**src/rtl/console_uart_tx.sv**
```systemverilog
// Memory-mapped console transmitter: picorv32 native-bus stores fill a TX FIFO drained by an 8N1 serializer.
// Optional CONSOLE_SIM_PRINT_EN echoes every accepted byte with $write for simulation.
module console_uart_tx #(
    parameter logic [31:0] ADDR_DATA    = 32'h1000_0000,
    parameter logic [31:0] ADDR_STAT    = 32'h1000_0004,
    parameter int          CLKS_PER_BIT = 868,
    parameter int          FIFO_DEPTH   = 16
) (
    input  logic        clk,
    input  logic        reset,
    input  logic        mem_valid,
    input  logic [31:0] mem_addr,
    input  logic [31:0] mem_wdata,
    input  logic [3:0]  mem_wstrb,
    output logic        mem_ready,
    output logic [31:0] mem_rdata,
    output logic        uart_tx,
    output logic        tx_busy
);

    localparam int PTR_W = $clog2(FIFO_DEPTH);
    localparam int LVL_W = PTR_W + 1;
    localparam int CNT_W = $clog2(CLKS_PER_BIT);
    localparam logic [CNT_W-1:0] BIT_LAST = CNT_W'(CLKS_PER_BIT - 1);
    localparam logic [LVL_W-1:0] LVL_FULL = LVL_W'(FIFO_DEPTH);

    typedef enum logic [1:0] {
        S_IDLE,
        S_START,
        S_DATA,
        S_STOP
    } state_t;

    state_t             state, state_next;
    logic [CNT_W-1:0]   bit_cnt, bit_cnt_next;
    logic [2:0]         bit_idx, bit_idx_next;
    logic [7:0]         shift_reg, shift_next;
    logic               tx_next;
    logic               pop;

    logic [7:0]         fifo_mem [FIFO_DEPTH];
    logic [PTR_W-1:0]   wr_ptr, rd_ptr;
    logic [LVL_W-1:0]   fifo_level;
    logic               fifo_full, fifo_empty;

    logic               sel_data, sel_stat, hit;
    logic               push_req, stat_rd, accept, push;
    logic [31:0]        status;
    logic               unused_wdata;

    assign unused_wdata = ^mem_wdata[31:8];

    assign sel_data = (mem_addr == ADDR_DATA);
    assign sel_stat = (mem_addr == ADDR_STAT);
    assign hit      = mem_valid && (sel_data || sel_stat);
    assign push_req = sel_data && mem_wstrb[0];
    assign stat_rd  = sel_stat && (mem_wstrb == 4'b0000);

    // Fullness comes from the registered level, so a pop never lets a push through in the same cycle.
    assign accept = hit && !mem_ready && !(push_req && fifo_full);
    assign push   = accept && push_req;

    assign fifo_full  = (fifo_level == LVL_FULL);
    assign fifo_empty = (fifo_level == '0);
    assign tx_busy    = !fifo_empty || (state != S_IDLE);
    assign status     = {16'd0, 8'(fifo_level), 5'd0, tx_busy, fifo_empty, fifo_full};

    always_ff @(posedge clk) begin
        if (reset) begin
            mem_ready <= 1'b0;
            mem_rdata <= '0;
        end else begin
            mem_ready <= accept;
            mem_rdata <= (accept && stat_rd) ? status : 32'd0;
        end
    end

    always_ff @(posedge clk) begin
        if (reset) begin
            wr_ptr     <= '0;
            rd_ptr     <= '0;
            fifo_level <= '0;
        end else begin
            if (push) wr_ptr <= wr_ptr + 1'b1;
            if (pop)  rd_ptr <= rd_ptr + 1'b1;
            case ({push, pop})
                2'b10:   fifo_level <= fifo_level + 1'b1;
                2'b01:   fifo_level <= fifo_level - 1'b1;
                default: fifo_level <= fifo_level;
            endcase
        end
    end

    // Payload storage carries no reset; the pointers and level define what is valid.
    always_ff @(posedge clk) begin
        if (push) fifo_mem[wr_ptr] <= mem_wdata[7:0];
        shift_reg <= shift_next;
    end

    always_comb begin
        state_next   = state;
        bit_cnt_next = bit_cnt;
        bit_idx_next = bit_idx;
        shift_next   = shift_reg;
        pop          = 1'b0;
        tx_next      = 1'b1;
        case (state)
            S_IDLE: begin
                if (!fifo_empty) begin
                    pop          = 1'b1;
                    shift_next   = fifo_mem[rd_ptr];
                    bit_cnt_next = BIT_LAST;
                    state_next   = S_START;
                end
            end
            S_START: begin
                tx_next = 1'b0;
                if (bit_cnt == '0) begin
                    bit_cnt_next = BIT_LAST;
                    bit_idx_next = 3'd0;
                    state_next   = S_DATA;
                end else begin
                    bit_cnt_next = bit_cnt - 1'b1;
                end
            end
            S_DATA: begin
                tx_next = shift_reg[0];
                if (bit_cnt == '0) begin
                    bit_cnt_next = BIT_LAST;
                    shift_next   = {1'b0, shift_reg[7:1]};
                    if (bit_idx == 3'd7) state_next = S_STOP;
                    else                 bit_idx_next = bit_idx + 1'b1;
                end else begin
                    bit_cnt_next = bit_cnt - 1'b1;
                end
            end
            S_STOP: begin
                tx_next = 1'b1;
                if (bit_cnt == '0) begin
                    // Chain straight into the next start bit so frames stay gapless.
                    if (!fifo_empty) begin
                        pop          = 1'b1;
                        shift_next   = fifo_mem[rd_ptr];
                        bit_cnt_next = BIT_LAST;
                        state_next   = S_START;
                    end else begin
                        state_next = S_IDLE;
                    end
                end else begin
                    bit_cnt_next = bit_cnt - 1'b1;
                end
            end
            default: state_next = S_IDLE;
        endcase
    end

    // Line is registered: it lags the FSM state by one cycle.
    always_ff @(posedge clk) begin
        if (reset) begin
            state   <= S_IDLE;
            bit_cnt <= '0;
            bit_idx <= 3'd0;
            uart_tx <= 1'b1;
        end else begin
            state   <= state_next;
            bit_cnt <= bit_cnt_next;
            bit_idx <= bit_idx_next;
            uart_tx <= tx_next;
        end
    end

`ifdef CONSOLE_SIM_PRINT_EN
    always_ff @(posedge clk) begin
        if (!reset && push) $write("%c", mem_wdata[7:0]);
    end
`else
`endif

endmodule

```
**config.mk**
```make
export PLATFORM = sky130hd
export DESIGN_NAME = console_uart_tx
export DESIGN_NICKNAME = d
export VERILOG_FILES = /design/src/rtl/console_uart_tx.sv
export SDC_FILE = /design/constraint.sdc
export NUM_CORES = 1
export LEC_CHECK = 0
export ABC_AREA = 1
export ABC_CLOCK_PERIOD_IN_PS = 3650
export CAP_MARGIN = 20
export CORE_ASPECT_RATIO = 0.75
export CORE_MARGIN = 2
export CORE_UTILIZATION = 30
export CTS_CLUSTER_SIZE = 24
export DETAILED_ROUTE_END_ITERATION = 12
export GPL_TIMING_DRIVEN = 0
export HOLD_SLACK_MARGIN = 0.06
export PLACE_DENSITY = 0.52
export SLEW_MARGIN = 20
export SYNTH_ARGS = -nofsm -noshare
export SYNTH_HDL_FRONTEND = slang
export SYNTH_SLANG_ARGS = --single-unit
```
**constraint.sdc**
```tcl
create_clock -name clk -period 3.65 [get_ports clk]
set_clock_uncertainty 0.1 [all_clocks]
set_input_delay 0.365 -clock clk [delete_from_list [all_inputs] [get_ports clk]]
set_output_delay 0.365 -clock clk [all_outputs]
set_load 0.05 [all_outputs]
```
==> flow_metrics.py, run 1 <==
metrics = {
    "power": {
        "p_per_area_mw_per_mm2": 689,
        "irDropWorstVdd_mv": 0.359,
        "power.leakage_nw": 3.73,
    },
    "cts": {
        "cts_hold_buf": 0,
        "clk_pin_slew_ns": 0.08,
        "cts_tree": "yes",
        "post_cts_resized": 0,
        "clock_latency_ns": 0.44,
        "clkSinkCount": 178,
        "htree_levels": 4,
        "post_cts_buffers": 0,
        "clockBufferDepth": 2,
        "cts_buffers": 17,
        "cts-root-buf": "clkbuf_16",
    },
    "yosys": {
        "syn_area_mm2": 0.00816,
        "yosysUniqueCellTypes": 38,
        "ys_seq_elements": 178,
        "synth_top_area_cell": "edfxtp_1",
        "synth_cells": 797,
        "yosys_warnings": 0,
        "synth.top_cell.area_share_pct": 50.1,
        "synth_area_leaders": "edfxtp_1 (50%), dfxtp_1 (10%), nand2_1 (4.5%), o21ai_0 (4.4%), inv_1 (4.2%)",
        "syn_area_per_cell_um2": 10.2,
        "ys_seq_area_share_pct": 60.4,
    },
    "global_routing": {
        "globalRouteOverflowTotal": 0,
        "antenna_found_initial": 0,
        "grt_usage_pct": 14.6,
        "grt_pass1_wl_mm": 31.4,
        "grt_pass1_vias": 5578,
        "grt_max_degree": 17,
    },
    "placement": {
        "dp_hpwl_mm": 14.4,
        "placed_area_mm2": 0.00932,
        "routabilityCongestion": 0.886,
        "numPortBuffers": 56,
    },
    "floorplan": {
        "core-area_mm2": 0.0269,
        "die-area_mm2": 0.0285,
        "die_x_um": 194,
        "start_util_pct": 30.4,
        "die_h_um": 147,
        "row_count": 52,
        "io_pins": 106,
    },
    "timing": {
        "clock.fmax_mhz": 312,
        "tns_ns": 0,
        "min_period_ns": 3.21,
        "slew_headroom_pct": 44.2,
        "setup_viol": 0,
        "tightest_slew_ns": 0.835,
        "hold_violations": 0,
        "period_share_pct": 87.9,
        "rsz0062_at_grt": "no",
        "finalMaxSlewViolations": 0,
    },
    "drt": {
        "wl_per_cell_um": 15.9,
        "vias": 5797,
        "drc": 0,
        "ant_nets": 0,
        "drt_wl_total_mm": 20.1,
        "firstDrtPassIters": 7,
        "drtIter0Drc": 448,
        "vias_per_cell": 4.59,
    },
    "status": {
        "status": "completed",
    },
    "setup_path": {
        "startpoint_type": "primary input",
        "max_stage_delay_ns": 0.46,
        "cp_cell_sequence": "clkdlybuf4s50_1 > inv_1 > nor2_1 > nand2_1 > nor2_1 > nand2_1 > nor2_1 > nand2_1 > nor2_1 > nor2_4 > nand2_4 > buf_6 > ha_1 > xor2_1 > ha_1 > inv_1 > nand2_1 > a31oi_1 > xor2_1 > mux2i_1 > nor2_1",
        "cp_common_cell": "nor2_1",
        "critPathKind": "in2reg",
        "path_max_fanout": 11,
        "crit_arrival_ns": 3.42,
        "cp_slowest_cell": "clkdlybuf4s50_1",
        "critPathCaptureType": "register",
        "crit_required_ns": 3.86,
    },
    "cells_and_area": {
        "diodes": 0,
        "fin_area_mm2": 0.00996,
        "seq_area_mm2": 0.00492,
        "layout_common_cells": "edfxtp_1 (136), nand2_1 (98), inv_1 (92), o21ai_0 (72), nor2_1 (69)",
        "largest_register_ffs": 128,
        "num-fill-cells": 2651,
        "regMostFlops": "fifo_mem",
        "drive_gt1_share_pct": 10.9,
        "reg_top3": "fifo_mem: 128 flops, bit_cnt: 10 flops",
        "syn_to_final_growth_pct": 22.1,
        "fin_nets": 987,
        "multiInputGateArea_mm2": 0.00271,
        "final_common_cell": "edfxtp_1",
    },
    "hold_path": {
        "hold_path_class": "in2reg",
    },
    "run": {
        "maxCapViolations": 0,
    },
}
cell usage after synthesis:
cell type	count
a21oi_1	61
a21oi_2	3
a31oi_1	2
buf_1	1
buf_2	9
buf_4	24
buf_6	1
clkbuf_1	19
clkinv_2	1
conb_1	1
dfxtp_1	42
edfxtp_1	136
ha_1	18
inv_1	92
inv_2	2
mux2i_1	22
nand2_1	98
nand2_2	1
nand2_4	1
nand3_1	32
nand3_2	2
nand4_1	9
nor2_1	69
nor2_2	3
nor2_4	2
nor3_1	19
nor3b_1	1
nor4_1	2
o211ai_1	18
o21ai_0	72
o21ai_1	13
o21ai_2	1
o21bai_1	1
o22ai_1	3
o31ai_1	1
or2_2	1
xnor2_1	2
xor2_1	12
cells by family (layout without fill, tap and decap cells):
group | count (synthesis) | count (layout) | share of synthesized area, %
muxes | 22 | 22 | 2.70
AOI/OAI and AO/OA | 175 | 175 | 11.6
adders and majority gates | 18 | 18 | 2.76
xor gates and xnor gates | 14 | 14 | 1.50
DFF | 178 | 178 | 60.4
other | 1 | 24 | 0.0460
buffers and inverters | 149 | 240 | 8.21
and+or+nand+nor | 240 | 240 | 12.8
metal layers:
| metal | vias up | share of wire, % | track usage (%) |
|---|---|---|---|
| met5 | - | 0 | 0 |
| met4 | 0 | 1.2 | 4.42 |
| met3 | 17 | 5.4 | 3.88 |
| met2 | 123 | 42 | 21.2 |
| met1 | 2771 | 51 | 21.2 |
| li1 | 2886 | - | - |
worst max-delay path, delay by kind of cell:
kind | cells | cell delay [ns]
compound gates | 1 | 0.13
mux | 1 | 0.17
buf+inv | 4 | 0.73
simple gates | 11 | 1.13
fa+ha+maj | 2 | 0.50
xor+xnor | 2 | 0.39
stage by stage:
stage	std cells	hold slack (ns)	worst slack, ns	util, %	power [mW]
after floorplan	820	0.326	0.988	-	4.23
after global placement	1227	0.361	0.134	34.4	4.92
after detailed placement	1229	0.370	0.0485	34.7	4.94
after CTS	1261	0.347	0.505	37.0	6.89
after global routing	1262	0.373	0.135	37.1	7.33
final	1262	0.349	0.443	37.1	6.86
report_power, final:
part           leakage [nW]  internal, mW  switching (mW)
clock network         0.318          1.11           0.822
logic                  1.85         0.781            1.67
registers              1.57          2.38           0.110
total                  3.73          4.26            2.60
path summary, 6_finish.rpt:
kind,from,endpoint,slack (ns),cells past startpoint
max,mem_addr[28],fifo_level[4],0.44,21
min,reset,bit_cnt[9],0.35,2
max reg2reg,bit_cnt[0],fifo_level[4],0.54,17
min reg2reg,bit_idx[1],bit_idx[1],0.37,2
layout make-up:
type,count,area share [%]
plain buffers,54,3.13
clock buffers,23,5.67
clock inverters,9,0.678
inverters,95,3.59
multi-input cells,493,27.2
flip-flops and latches,178,49.4
well taps,351,4.41
repair buffers,59,5.83
No activity file was read; power rests on OpenSTA's default activity.
==> run 2, diff against run 1 <==
--- a/config.mk
+++ b/config.mk
@@ -10,12 +10,13 @@
 export CAP_MARGIN = 20
 export CORE_ASPECT_RATIO = 0.75
 export CORE_MARGIN = 2
-export CORE_UTILIZATION = 30
+export CORE_UTILIZATION = 42
 export CTS_CLUSTER_SIZE = 24
 export DETAILED_ROUTE_END_ITERATION = 12
 export GPL_TIMING_DRIVEN = 0
 export HOLD_SLACK_MARGIN = 0.06
-export PLACE_DENSITY = 0.52
+export PLACE_DENSITY = 0.66
+export REMOVE_ABC_BUFFERS = 1
 export SLEW_MARGIN = 20
 export SYNTH_ARGS = -nofsm -noshare
 export SYNTH_HDL_FRONTEND = slang
==> flow_metrics.py, run 2 (synthesis results as in run 1) <==
metrics = {
    "status": {
        "status": "completed",
    },
    "cts": {
        "post_cts_buffers": 0,
        "clkSinkCount": 178,
        "cts_hold_buf": 0,
        "cts_tree": "yes",
        "clk_pin_slew_ns": 0.07,
        "htree_levels": 4,
        "clock_latency_ns": 0.43,
        "clockBufferDepth": 2,
        "cts_buffers": 17,
        "post_cts_resized": 1,
        "cts-root-buf": "clkbuf_16",
    },
    "placement": {
        "numPortBuffers": 57,
        "routabilityCongestion": 0.760,
        "dp_hpwl_mm": 11.1,
        "placed_area_mm2": 0.00893,
    },
    "timing": {
        "rsz0062_at_grt": "no",
        "tns_ns": 0,
        "tightest_slew_ns": 0.864,
        "hold_violations": 0,
        "period_share_pct": 92.1,
        "min_period_ns": 3.36,
        "slew_headroom_pct": 42.2,
        "finalMaxSlewViolations": 0,
        "setup_viol": 0,
        "clock.fmax_mhz": 298,
    },
    "floorplan": {
        "die_h_um": 125,
        "core-area_mm2": 0.0192,
        "die_x_um": 165,
        "start_util_pct": 42.5,
        "io_pins": 106,
        "row_count": 44,
        "die-area_mm2": 0.0206,
    },
    "global_routing": {
        "antenna_found_initial": 0,
        "grt_pass1_vias": 5097,
        "gr-usage-met2_pct": 25.5,
        "grt_usage_pct": 17.2,
        "grt_busiest_layer": "met2",
        "use_met1_pct": 25.1,
        "grt_pass1_wl_mm": 26.8,
        "gr-usage-met3_pct": 3.86,
        "grt_max_degree": 60,
        "globalRouteOverflowTotal": 0,
    },
    "cells_and_area": {
        "fin_nets": 933,
        "syn_to_final_growth_pct": 17.8,
        "seq_area_mm2": 0.00493,
        "fin_area_mm2": 0.00961,
        "drive_gt1_share_pct": 7.82,
        "multiInputGateArea_mm2": 0.00272,
        "final_common_cell": "edfxtp_1",
        "diodes": 0,
        "layout_common_cells": "edfxtp_1 (136), nand2_1 (98), inv_1 (92), o21ai_0 (72), nor2_1 (68)",
        "regMostFlops": "fifo_mem",
        "largest_register_ffs": 128,
        "utilization_pct": 50.0,
        "num-fill-cells": 1714,
        "reg_top3": "fifo_mem: 128 flops, bit_cnt: 10 flops",
    },
    "drt": {
        "vias": 5490,
        "wl_per_cell_um": 15.3,
        "firstDrtPassIters": 5,
        "drc": 0,
        "drt_wl_total_mm": 17.0,
        "vias_per_cell": 4.95,
        "ant_nets": 0,
        "drtIter0Drc": 358,
    },
    "run": {
        "maxCapViolations": 0,
    },
    "power": {
        "power.leakage_nw": 3.54,
        "p_per_area_mw_per_mm2": 711,
        "irDropWorstVdd_mv": 0.379,
    },
    "setup_path": {
        "crit_required_ns": 3.18,
        "crit_arrival_ns": 2.89,
        "path_max_fanout": 11,
        "critPathCaptureType": "primary output",
        "critPathKind": "reg2out",
        "startpoint_type": "register",
    },
    "hold_path": {
        "hold_path_class": "reg2reg",
    },
}
## run 2: changes by cell type in the layout (fill, tap and decap cells not counted), sizes merged
| cell | before | now |
|---|---|---|
| buf | 38 | 2 |
| bufinv | 0 | 5 |
| clkbuf | 42 | 18 |
| clkdlybuf4s50 | 56 | 57 |
| clkinvlp | 0 | 1 |
| inv | 101 | 100 |
## run 2: power by group
group	internal, mW	switching, mW
logic	0.746	1.41
registers	2.38	0.215
clock network	1.25	0.831
total	4.37	2.46
## run 2: cell type report
| type | instances | share of cell area (%) |
|---|---|---|
| Clock buffer | 18 | 4.47 |
| Multi-Input combinational cell | 493 | 28.3 |
| Timing Repair Buffer | 59 | 6.35 |
| Inverter | 95 | 3.72 |
| Clock inverter | 14 | 2.55 |
| Tap cell | 253 | 3.29 |
| Sequential cell | 178 | 51.3 |
## run 2: worst max-delay path, stage by stage, from the launching register on
cell	delay (ns)
dfxtp_1	0.36
nor2_1	0.16
nand3_1	0.15
nor2_2	0.46
inv_2	0.22
nor2_1	0.25
inv_1	0.14
clkdlybuf4s50_1	0.72
## run 2: final timing paths
kind                       from            end  slack (ns)  depth (start not counted)
setup / recovery  fifo_level[2]        tx_busy        0.29                          7
hold / removal     shift_reg[0]        uart_tx        0.35                          2
setup reg to reg  fifo_level[2]  fifo_level[4]        0.45                         15
hold reg to reg    shift_reg[0]        uart_tx        0.35                          2
## run 2: routing by layer
metal	vias to the layer above	wire, µm
li1	2777	-
met2	135	7530
met5	-	0
met1	2559	8310
met4	0	234
met3	19	904
## run 2: stage by stage
| stage | hold WS [ns] | total power, mW | setup WS, ns | cells |
|---|---|---|---|---|
| after floorplan | 0.320 | 4.17 | 0.428 | 766 |
| after global placement | 0.336 | 4.74 | -0.735 | 1076 |
| after detailed placement | 0.341 | 4.77 | 0.156 | 1078 |
| final | 0.350 | 6.83 | 0.290 | 1110 |
| after global routing | 0.388 | 7.26 | 0.105 | 1110 |
| after CTS | 0.357 | 6.85 | 0.279 | 1110 |
